<file path="src/rtl/param_seq_detector.sv">
// rtl/param_seq_detector.sv - programmable serial bit-sequence detector with saturating match counter
// Reset configuration is the non-overlapping "001" detector.
module param_seq_detector #(
  parameter int MAX_LEN = 8,
  parameter int LEN_W   = 4,
  parameter int CNT_W   = 8
) (
  input  logic               clk,
  input  logic               reset,
  input  logic               cfg_load,
  input  logic [MAX_LEN-1:0] cfg_pattern,
  input  logic [LEN_W-1:0]   cfg_len,
  input  logic               cfg_overlap,
  input  logic               inp_valid,
  input  logic               inp,
  input  logic               count_clr,
  output logic               det,
  output logic [CNT_W-1:0]   match_count,
  output logic               count_sat
);

  localparam logic [LEN_W-1:0] LEN_MAX = LEN_W'(MAX_LEN);
  localparam logic [CNT_W-1:0] CNT_MAX = {CNT_W{1'b1}};

  logic [MAX_LEN-1:0] pat_q, pat_d;
  logic [LEN_W-1:0]   len_q, len_d;
  logic               ovl_q, ovl_d;
  logic [MAX_LEN-1:0] hist_q, hist_d;
  logic [LEN_W-1:0]   fill_q, fill_d;
  logic               det_q, det_d;
  logic [CNT_W-1:0]   cnt_q, cnt_d;

  logic               accept;
  logic [MAX_LEN-1:0] hist_shift;
  logic [LEN_W-1:0]   fill_inc;
  logic [MAX_LEN-1:0] len_mask;
  logic               match;

  always_ff @(posedge clk) begin
    if (reset) begin
      pat_q  <= MAX_LEN'(3'b001);
      len_q  <= LEN_W'(3);
      ovl_q  <= 1'b0;
      hist_q <= '0;
      fill_q <= '0;
      det_q  <= 1'b0;
      cnt_q  <= '0;
    end else begin
      pat_q  <= pat_d;
      len_q  <= len_d;
      ovl_q  <= ovl_d;
      hist_q <= hist_d;
      fill_q <= fill_d;
      det_q  <= det_d;
      cnt_q  <= cnt_d;
    end
  end

  // Match is judged on the history as it will look after this sample.
  always_comb begin
    accept     = inp_valid & ~cfg_load;
    hist_shift = {hist_q[MAX_LEN-2:0], inp};
    fill_inc   = (fill_q == LEN_MAX) ? fill_q : fill_q + 1'b1;
    len_mask   = '0;
    for (int i = 0; i < MAX_LEN; i++) begin
      len_mask[i] = (i < int'(len_q));
    end
    match = accept && (len_q != '0) && (fill_inc >= len_q) &&
            (((hist_shift ^ pat_q) & len_mask) == '0);
  end

  always_comb begin
    pat_d  = pat_q;
    len_d  = len_q;
    ovl_d  = ovl_q;
    hist_d = hist_q;
    fill_d = fill_q;
    det_d  = match;
    cnt_d  = cnt_q;
    if (cfg_load) begin
      pat_d  = cfg_pattern;
      len_d  = (cfg_len > LEN_MAX) ? LEN_MAX : cfg_len;
      ovl_d  = cfg_overlap;
      hist_d = '0;
      fill_d = '0;
    end else if (accept) begin
      hist_d = hist_shift;
      // Non-overlapping mode restarts the fill so no matched bit is reused.
      fill_d = (match && !ovl_q) ? '0 : fill_inc;
    end
    if (count_clr) begin
      cnt_d = '0;
    end else if (match && (cnt_q != CNT_MAX)) begin
      cnt_d = cnt_q + 1'b1;
    end
  end

  always_comb begin
    det         = det_q;
    match_count = cnt_q;
    count_sat   = (cnt_q == CNT_MAX);
  end

endmodule
</file>
<file path="config.mk">
export PLATFORM = sky130hd
export DESIGN_NAME = param_seq_detector
export DESIGN_NICKNAME = d
export VERILOG_FILES = /design/src/rtl/param_seq_detector.sv
export SDC_FILE = /design/constraint.sdc
export NUM_CORES = 1
export LEC_CHECK = 0
export CAP_MARGIN = 20
export CORE_UTILIZATION = 46
export DETAILED_ROUTE_END_ITERATION = 10
export HOLD_SLACK_MARGIN = 0.03
export PLACE_DENSITY = 0.73
export SLEW_MARGIN = 20
export SYNTH_ARGS = -nofsm -noshare
export SYNTH_HDL_FRONTEND = slang
export SYNTH_SLANG_ARGS = --single-unit
</file>
<file path="constraint.sdc">
create_clock -name clk -period 2.25 [get_ports clk]
set_input_delay 0.45 -clock clk [delete_from_list [all_inputs] [get_ports clk]]
set_output_delay 0.45 -clock clk [all_outputs]
set_load 0.005 [all_outputs]
</file>
==> flow_summary.toml, run 1 <==
[sta]
hold-worst-slack_ns = 0.523
drv_slew = 0
finClkSkew_ns = 0.00967
fmax_mhz = 413
slew_headroom = 0.747
tightest_slew_ns = 0.379
setup_slack_ns = -0.170
hold_viol_final = 0
fin_crit_sh = 1.08
finalSetupViolCount = 13
setup_tns_ns = -1.22
post-route-min-period_ns = 2.42
grt_setup_unrepaired = "yes"

[worst_setup_path]
startpoint_type = "flip-flop"
r2r_setup_slack_ns = -0.17
startpoint = "fill_q[1]$_SDFFE_PP0P_"
critPathKind = "flip-flop to flip-flop"
timing.rr.end = "match_count[3]$_SDFFE_PP0P_"
r2r-start = "fill_q[1]$_SDFFE_PP0P_"
worstPathRequired_ns = 2.52
end_kind = "flip-flop"
rr_worst_depth = 12
crit_end = "match_count[3]$_SDFFE_PP0P_"
path_max_fanout = 3
arrival_ns = 2.69

[power]
vdd_drop_max_mv = 0.380
power_density_nw_per_um2 = 512
leakage_uw = 0.000828

[global_route]
grt_pass1_wl_um = 5660
grt_pass1_vias = 1335
grt_max_degree = 17
grt-ovfl-total = 0
grt_usage = 0.213
grt_antenna_before_repair = 0

[final_layout]
final_common_cell = "dfxtp_1"
syn_to_final_growth_pct = 36.0
mostFrequentLayoutCells = "31 x dfxtp_1, 28 x clkdlybuf4s50_1, 23 x nor2_1"
final_nets = 251
drive_above_1_share = 0.218
antennaDiodeCount = 0

[clocking]
cts.clk_slew.worst_paths_ns = 0.10
clk_latency_ns = 0.34
holdBufCountCts = 0
cts-root-buf = "clkbuf_4"
numCtsBuffers = 5
cts_tree = "done"
cts_sinks = 33
cts_max_level = 2
clockBufferDepth = 2

[drt]
postRouteAntennaNets = 0
viasPerCell = 5.39
first_pass_iters = 4
vias = 1461
routed_wl_um = 3780
routedWlPerCell_um = 14.0
drc = 0
drtIter0Drc = 76

[status]
violations = "setup timing"
status = "complete, but fails checks"

[synthesis]
yosys.area_share.simple = 0.195
yosysTopAreaCell = "dfxtp_1"
yosysWarnings = 0
ys_seq_area_frac = 0.406
synth.distinct_cells = 38
syn_area_um2 = 1630
synth_top_family_by_area = "simple AND/OR/NAND/NOR gates"
netlist_instances = 183
synth_adder_area_share = 0.0539
synth_top_area_frac = 0.406
avgSynthCellArea_um2 = 8.88
synth_xor_xnor_area_share = 0.0593
synth.area.top_cells = "dfxtp_1 41%, mux2i_1 9.9%, nor2_1 5.8%"
synth-seq-cells = 33
syn_nets = 209
synthMuxAreaShare = 0.0985
synth_compound_area_frac = 0.137

[min_path]
hold_class = "flip-flop to flip-flop"

[floorplanning]
start_util = 0.483
rows = 21
die_height_um = 61.4
io_pins = 29
die-area_um2 = 3770
core_um2 = 3360
dieWidth_um = 61.4

[place]
io_buffers = 28
place_congestion = 0.776
place_hpwl_um = 2740

[run]
maxCapViolCount = 0
## how the worst min path moves through the flow
stage | from | end | slack [ns] | cells past startpoint
after floorplan | ovl_q$_SDFFE_PP0P_ | ovl_q$_SDFFE_PP0P_ | 0.46 | 2
after global placement | ovl_q$_SDFFE_PP0P_ | ovl_q$_SDFFE_PP0P_ | 0.48 | 2
after detailed placement | ovl_q$_SDFFE_PP0P_ | ovl_q$_SDFFE_PP0P_ | 0.49 | 2
after CTS | ovl_q$_SDFFE_PP0P_ | ovl_q$_SDFFE_PP0P_ | 0.51 | 2
after global routing | match_count[6]$_SDFFE_PP0P_ | match_count[6]$_SDFFE_PP0P_ | 0.56 | 2
final | match_count[1]$_SDFFE_PP0P_ | match_count[1]$_SDFFE_PP0P_ | 0.52 | 2
## routing by layer
metal  vias to the layer above  global-route usage  part of all wire
met2                        35               0.390              0.53
li1                        729                   -                 -
met3                         8              0.0567             0.037
met1                       689               0.231              0.41
met5                         -                   0                 0
met4                         0              0.0889             0.017
## stage by stage
step	power (µW)	cell area, µm²	worst slack [ns]	cells	util
floorplan	722	1660	-0.0189	183	-
finish	1130	2210	-0.170	271	0.657
detailed placement	790	2050	-0.170	261	0.610
global route	1190	2210	-0.334	271	0.657
CTS	1130	2150	-0.158	270	0.640
global placement	783	2050	-0.104	261	0.610
## registers in the layout (all words and copies together) (netlist names)
register,cells
len_q,4
ovl_q,1
det,1
hist_q,7
fill_q,4
pat_q,8
match_count,8
## what timing repair did
| item | CTS | global route |
|---|---|---|
| endpoints found under the setup margin | 13 | 14 |
| pin swaps | 11 | 5 |
| gates resized for setup | 6 | 12 |
| buffers inserted | 2 | 1 |
## cells by family after synthesis
logic type,after synthesis
AND/OR/NAND/NOR,64
AO/OA/AOI/OAI,33
flip-flops,33
buffers and inverters,19
multiplexers,16
XOR/XNOR,11
adder cells (fa/ha/maj),7
## area by class of cell
type | instances | area, µm²
repair buffers | 44 | 412
fillers | 296 | 1150
flip-flops and latches | 33 | 663
inverters | 10 | 37.5
clock buffers | 7 | 55.1
multi-input cells | 131 | 986
well taps | 46 | 57.6
## report_power, final
group | total, µW | switching, µW | internal [µW]
Clock | 340 | 193 | 147
Sequential | 618 | 17.0 | 601
Combinational | 175 | 76.3 | 98.7
Total | 1130 | 286 | 847
## critical path, stage by stage, from the launching register on
cell and delay [ns]:
dfxtp_2 0.36, inv_2 0.05, ha_4 0.16, nand2_4 0.07
nor2_4 0.04, xnor2_2 0.14, ha_1 0.28, nand2b_4 0.13
a2111oi_4 0.08, nor4_2 0.25, nand3_1 0.15, or4_1 0.50
a21oi_1 0.14
## synthesized netlist by cell type
cell and number:
o31ai_1 2, nand3b_1 2, inv_2 2, buf_1 2, buf_6 1, nand4_1 2, a211o_1 1, o32ai_1 2
or2_2 2, a21oi_1 9, nor2b_1 1, o41ai_1 1, nor4_1 1, nor3_1 2, inv_1 8, nand2_1 10
o21a_1 1, or3_1 5, ha_1 7, and4_4 2, nand2b_1 1, a2111oi_0 1, nand3_1 9, xor2_1 1
o21ai_0 9, dfxtp_1 33, a2111oi_2 1, xnor2_1 10, nor3_2 1, or4_1 1, o311ai_1 1, buf_2 2
a31oi_1 3, nor2_1 25, clkbuf_1 4, a211oi_1 1, o32ai_2 1, mux2i_1 16
Note: power is estimated with default switching activity, not from simulation.
==> run 2, diff against run 1 <==
--- a/config.mk
+++ b/config.mk
@@ -10,7 +10,6 @@
 export DETAILED_ROUTE_END_ITERATION = 10
 export HOLD_SLACK_MARGIN = 0.03
 export PLACE_DENSITY = 0.73
-export SLEW_MARGIN = 20
 export SYNTH_ARGS = -nofsm -noshare
 export SYNTH_HDL_FRONTEND = slang
 export SYNTH_SLANG_ARGS = --single-unit
==> results of run 2 <==
No change in the layout: final DEF, timing and power equal those of run 1.
